--- src/rtl/float_to_int_pipe.sv ---
// rtl/float_to_int_pipe.sv - pipelined IEEE-754 single to signed integer converter
//
// Three register stages (unpack, align/round, sign/saturate) with a valid/ready
// handshake. Every stage stalls together when the output is held.
//
// Ports:
//   clk, reset          clock and synchronous active-high reset
//   in_valid, in_ready  input handshake (in_ready follows out_ready combinationally)
//   floatin             single-precision operand
//   round_mode          0 = truncate toward zero, 1 = nearest, ties to even
//   out_valid, out_ready output handshake
//   intout              signed OUT_WIDTH-bit result
//   sat                 result was clamped (overflow or infinity)
//   invalid             operand was NaN
module float_to_int_pipe #(
  parameter int OUT_WIDTH = 16
) (
  input  logic                 clk,
  input  logic                 reset,
  input  logic                 in_valid,
  output logic                 in_ready,
  input  logic [31:0]          floatin,
  input  logic                 round_mode,
  output logic                 out_valid,
  input  logic                 out_ready,
  output logic [OUT_WIDTH-1:0] intout,
  output logic                 sat,
  output logic                 invalid
);

  // Largest magnitudes representable for positive and negative results.
  localparam logic [32:0] MAX_MAG = (33'd1 << (OUT_WIDTH - 1)) - 33'd1;
  localparam logic [32:0] MIN_MAG = 33'd1 << (OUT_WIDTH - 1);
  localparam logic [OUT_WIDTH-1:0] MAX_VAL = {1'b0, {(OUT_WIDTH-1){1'b1}}};
  localparam logic [OUT_WIDTH-1:0] MIN_VAL = {1'b1, {(OUT_WIDTH-1){1'b0}}};
  localparam logic signed [9:0] E_LIMIT = 10'(OUT_WIDTH);

  logic advance;
  assign advance  = !out_valid || out_ready;
  assign in_ready = advance;

  // Stage 1: unpack and classify
  logic              v1, sign1, rm1, zero1, inf1, nan1;
  logic signed [9:0] e1;
  logic [23:0]       man1;

  always_ff @(posedge clk) begin
    if (reset) begin
      v1 <= 1'b0;
    end else if (advance) begin
      v1    <= in_valid;
      sign1 <= floatin[31];
      rm1   <= round_mode;
      // Denormals are folded into zero: their magnitude is far below 0.5.
      zero1 <= (floatin[30:23] == 8'h00);
      inf1  <= (floatin[30:23] == 8'hff) && (floatin[22:0] == 23'd0);
      nan1  <= (floatin[30:23] == 8'hff) && (floatin[22:0] != 23'd0);
      e1    <= $signed({2'b00, floatin[30:23]}) - 10'sd127;
      man1  <= {1'b1, floatin[22:0]};
    end
  end

  // Stage 2: align, round, detect overflow
  logic [55:0] shifted;
  logic [32:0] int_part;
  logic [32:0] mag_rnd;
  logic        guard, sticky, round_up, in_range, too_big, ovf;

  // Only exponents 0..OUT_WIDTH-1 (at most 31) ever reach the shifter, so
  // the 56-bit window holds the whole value without loss.
  assign in_range = (e1 >= 10'sd0) && (e1 < E_LIMIT);
  assign too_big  = (e1 >= E_LIMIT);
  assign shifted  = {32'd0, man1} << e1[4:0];

  always_comb begin
    int_part = 33'd0;
    guard    = 1'b0;
    sticky   = 1'b0;
    if (in_range) begin
      int_part = shifted[55:23];
      guard    = shifted[22];
      sticky   = |shifted[21:0];
    end else if (e1 == -10'sd1) begin
      // |x| in [0.5, 1): the hidden bit is the guard bit.
      guard  = 1'b1;
      sticky = |man1[22:0];
    end
    round_up = rm1 && guard && (sticky || int_part[0]);
    mag_rnd  = int_part + {32'd0, round_up};
    // Negative results may reach one further than positive ones.
    ovf = inf1 || too_big || (sign1 ? (mag_rnd > MIN_MAG) : (mag_rnd > MAX_MAG));
  end

  logic                 v2, sign2, nan2, ovf2;
  logic [OUT_WIDTH-1:0] mag2;

  always_ff @(posedge clk) begin
    if (reset) begin
      v2 <= 1'b0;
    end else if (advance) begin
      v2    <= v1;
      sign2 <= sign1;
      nan2  <= nan1;
      ovf2  <= !zero1 && !nan1 && ovf;
      mag2  <= zero1 ? '0 : mag_rnd[OUT_WIDTH-1:0];
    end
  end

  // Stage 3: apply sign, saturate, register outputs
  always_ff @(posedge clk) begin
    if (reset) begin
      out_valid <= 1'b0;
      intout    <= '0;
      sat       <= 1'b0;
      invalid   <= 1'b0;
    end else if (advance) begin
      out_valid <= v2;
      // Bubbles leave the previous result on the outputs.
      if (v2) begin
        if (nan2) begin
          intout  <= '0;
          sat     <= 1'b0;
          invalid <= 1'b1;
        end else if (ovf2) begin
          intout  <= sign2 ? MIN_VAL : MAX_VAL;
          sat     <= 1'b1;
          invalid <= 1'b0;
        end else begin
          intout  <= sign2 ? (~mag2 + 1'b1) : mag2;
          sat     <= 1'b0;
          invalid <= 1'b0;
        end
      end
    end
  end

endmodule

--- config.mk ---
export PLATFORM = sky130hd
export DESIGN_NAME = float_to_int_pipe
export DESIGN_NICKNAME = d
export VERILOG_FILES = /design/src/rtl/float_to_int_pipe.sv
export SDC_FILE = /design/constraint.sdc
export NUM_CORES = 1
export LEC_CHECK = 0
export ABC_CLOCK_PERIOD_IN_PS = 7800
export CELL_PAD_IN_SITES_DETAIL_PLACEMENT = 0
export CELL_PAD_IN_SITES_GLOBAL_PLACEMENT = 1
export CORE_ASPECT_RATIO = 0.5
export CORE_MARGIN = 2
export CORE_UTILIZATION = 35
export DETAILED_ROUTE_END_ITERATION = 12
export PLACE_DENSITY = 0.67
export SLEW_MARGIN = 20
export SYNTH_ARGS = -nofsm -noshare
export SYNTH_HDL_FRONTEND = slang
export SYNTH_SLANG_ARGS = --single-unit
--- constraint.sdc ---
create_clock -name clk -period 7.8 [get_ports clk]
set_clock_uncertainty 0.05 [all_clocks]
set_input_delay 1.17 -clock clk [delete_from_list [all_inputs] [get_ports clk]]
set_output_delay 1.17 -clock clk [all_outputs]
set_load 0.01 [all_outputs]
==> results by group <==
Run status
  • Status: finished, final reports clean

Power
  • Flop pwr share: 42.0%
  • Clock share of power: 39.4%
  • Power Internal: 848.1 uW
  • Peak supply drop: 0.09258 mV
  • Sw frac: 27.57%
  • PwrDens: 180.4 mW/mm^2
  • Sw power: 322.8 uW
  • Leakage: 2.140 nW
  • Gate power share: 18.5%

Logic synthesis
  • Post-synth top area cell: edfxtp_1
  • Post-synth top flop: edfxtp_1
  • Synthesized cell area: 0.005474 sq mm
  • Flops & latches, synth: 77
  • Seq/Total Area, Yosys: 38.40%
  • Syn nets: 612
  • FFs w/ async S/R, synth: 0%
  • Synth cell count leaders: edfxtp_1 (56), nand2_1 (49), nor2_1 (49), a21oi_1 (40), o21ai_0 (38)
  • EDFF count, synth: 56
  • Post-Syn Instances: 571
  • Most frequent cell after synthesis: edfxtp_1
  • Syn. warnings: 0
  • Top post-synthesis cells by area: edfxtp_1 (31%), dfxtp_1 (7.7%), mux2i_1 (4.2%), xnor2_1 (4.2%), mux4_2 (3.7%)
  • Count of different cell masters after synthesis: 88
  • Synth top area share: 30.72%
  • Mean post-synth cell area: 9.587 sq um

Placement
  • Routability cong.: 0.8845
  • DP Worst Slack: 3.325 ns
  • Port Buffer Count: 56
  • DP HPWL: 10970 um

Finish
  • FILL cells: 1505
  • Antenna Cells: 0
  • Post-layout util: 42.32%
  • P&R area growth vs syn: 18.56%
  • Final nets: 651
  • Layout cells sized above 1: 11.71%

Worst setup path
  • Crit path DAT: 4.65 ns
  • CP Max Fanout: 36
  • Crit Path Category: register to register
  • Endpoint class of the critical path: register
  • Critical Path Start Type: register
  • WP data required: 7.94 ns

STA
  • Worst Max-Slew Pin Slew: 0.8605 ns
  • Final setup vio count: 0
  • Max-slew headroom: 42.45%
  • Final hold vios: 0
  • RSZ-0062 raised after global routing: false
  • Final Worst Setup Slack: 3.288 ns
  • Max Slew Vio Count: 0
  • Final Cycle Share: 57.85%
  • Fin crit period: 4.512 ns
  • Max Freq: 221.6 MHz
  • Final setup TNS: 0 ns

Drt
  • Vias: 4690
  • Antenna viol nets, final: 0
  • 1st-iter DRT viols: 437
  • Vias per cell: 5.726
  • Pre-Repair DR Iteration Count: 5
  • Post-DR wirelength/cell: 18.28 um
  • WL final: 14970 um
  • DRC Markers: 0

Hold path
  • Min-Delay Path Class: register to register

Clock network
  • Clk buf depth: 2
  • H-tree levels: 3
  • Post-CTS Hold Buffers: 0
  • CTS tree: done
  • CTS resizes: 0
  • CTS Root Cell: clkbuf_16
  • Post CTS Setup Buffer Count: 0
  • Clk pin slew, worst setup/hold paths: 0.06 ns
  • Clock Latency Late Sink: 0.35 ns
  • CTS Sinks: 77
  • TritonCTS Buffers: 9

GRT
  • Initial antenna violation count: 0
  • Met3 GRT Util: 4.640%
  • Busiest grt layer: met2
  • Total grt overflow: 0
  • Largest net degree at the start of global routing: 57
  • Number of global-route vias before repair: 4325
  • Met1 Use GR: 25.68%
  • Met2 GRT Util: 27.53%
  • First-pass GRT wire length: 23960 um
  • Total GRT Usage: 18.22%

Die
  • I/O pin total: 57
  • Die Y-Extent: 92.43 um
  • Initial cell density of the core: 35.70%
  • Chip width: 180.9 um
  • Die area: 0.01672 sq mm
  • Floorplan row count: 32
  • Total core area: 0.01533 sq mm

Flow run
  • Max-cap viol count: 0
## per-stage QoR
stage	power [mW]	hold WS [ns]	std cells	instance area, sq um
final	1.171	0.3999	819	6490
after global routing	1.223	0.4243	819	6490
after CTS	1.180	0.4034	819	6490
after detailed placement	0.7146	0.3893	803	6158
after global placement	0.7162	0.3884	803	6158
after floorplan	0.6435	0.3676	571	5474
## worst paths after layout
| check | start | end | slack [ns] | cells after the start |
|---|---|---|---|---|
| worst min-delay path | intout[0] | intout[0] | 0.40 | 2 |
| worst min register to register | intout[0] | intout[0] | 0.40 | 2 |
| worst max register to register | e1[0] | ovf2 | 3.29 | 12 |
| worst max-delay path | e1[0] | ovf2 | 3.29 | 12 |
## cells by family (layout without fill, tap and decap cells)
kind of cell	count (synthesis)	count (layout)	share of synthesized area, %
AOI/OAI and AO/OA	153	153	19.20
xor gates and xnor gates	35	35	5.737
adders and majority gates	4	4	0.9143
buffers and inverters	46	90	4.183
DFF	77	77	38.40
muxes	49	49	11.73
and+or+nand+nor	207	207	19.84
## registers in the layout, indices dropped and copies added, names as in the netlist
name,cells
intout,16
sign1,1
ovf2,1
v1,1
v2,1
man1,23
out_valid,1
rm1,1
inf1,1
nan1,1
sign2,1
mag2,16
zero1,1
e1,9
invalid,1
nan2,1
sat,1
## routing by layer
layer	up-vias	share of wire, %	wire, um
met5	-	0	0
met4	0	1.1	167
met3	17	6.3	947
met2	171	43	6483
met1	2233	49	7373
li1	2269	-	-
## power groups by stage
stage | logic (mW) | clock network, mW | registers [mW]
after detailed placement | 0.215 | 0 | 0.500
after floorplan | 0.156 | 0 | 0.488
after CTS | 0.215 | 0.473 | 0.491
final | 0.217 | 0.462 | 0.492
after global placement | 0.217 | 0 | 0.500
after global routing | 0.237 | 0.491 | 0.495
## layout by cell type (no fill, tap or decap), types with 4 or more instances in the layout
| master | netlist | layout |
|---|---|---|
| edfxtp_1 | 56 | 56 |
| clkdlybuf4s50_1 | 0 | 56 |
| nor2_1 | 49 | 49 |
| nand2_1 | 49 | 49 |
| a21oi_1 | 40 | 40 |
| o21ai_0 | 38 | 38 |
| xnor2_1 | 26 | 26 |
| mux2i_1 | 23 | 23 |
| dfxtp_1 | 21 | 21 |
| nor3_1 | 17 | 17 |
| nand3_1 | 16 | 16 |
| nor4_1 | 14 | 14 |
| mux2_2 | 13 | 13 |
| inv_1 | 11 | 11 |
| nor2b_1 | 10 | 9 |
| mux4_2 | 9 | 9 |
| clkbuf_16 | 0 | 9 |
| nand4_1 | 8 | 8 |
| xor2_1 | 8 | 8 |
| nand2b_1 | 7 | 7 |
| o31ai_1 | 7 | 7 |
| o211ai_1 | 6 | 6 |
| buf_4 | 3 | 6 |
| or4_1 | 4 | 4 |
| and2_1 | 4 | 4 |
| a2111oi_0 | 4 | 4 |
| and3_1 | 4 | 4 |
| or3_1 | 4 | 4 |
| a211oi_1 | 4 | 4 |
| ha_1 | 4 | 4 |
## layout make-up
type                            count  area (sq um)  area share [%]
Multi-Input combinational cell    448          3151           48.54
Sequential cell                    77          2102           32.39
Timing Repair Buffer               62         605.6           9.331
Tap cell                          204         255.2           3.933
Clock buffer                       10         239.0           3.682
Clock inverter                      6         92.59           1.427
Inverter                           12         45.04          0.6940
## critical path, cell delays in order (launching register included)
cell and delay [ns]:
edfxtp_1 0.89, buf_4 0.55, mux2i_1 0.26, o2bb2ai_1 0.19, o32ai_1 0.40, o2111a_1 0.31, ha_1 0.30, o2111ai_2 0.20
or4b_4 0.61, nor2_4 0.12, mux2i_1 0.23, a211oi_2 0.05, a31oi_1 0.19
(Power assumes the default switching activity.)
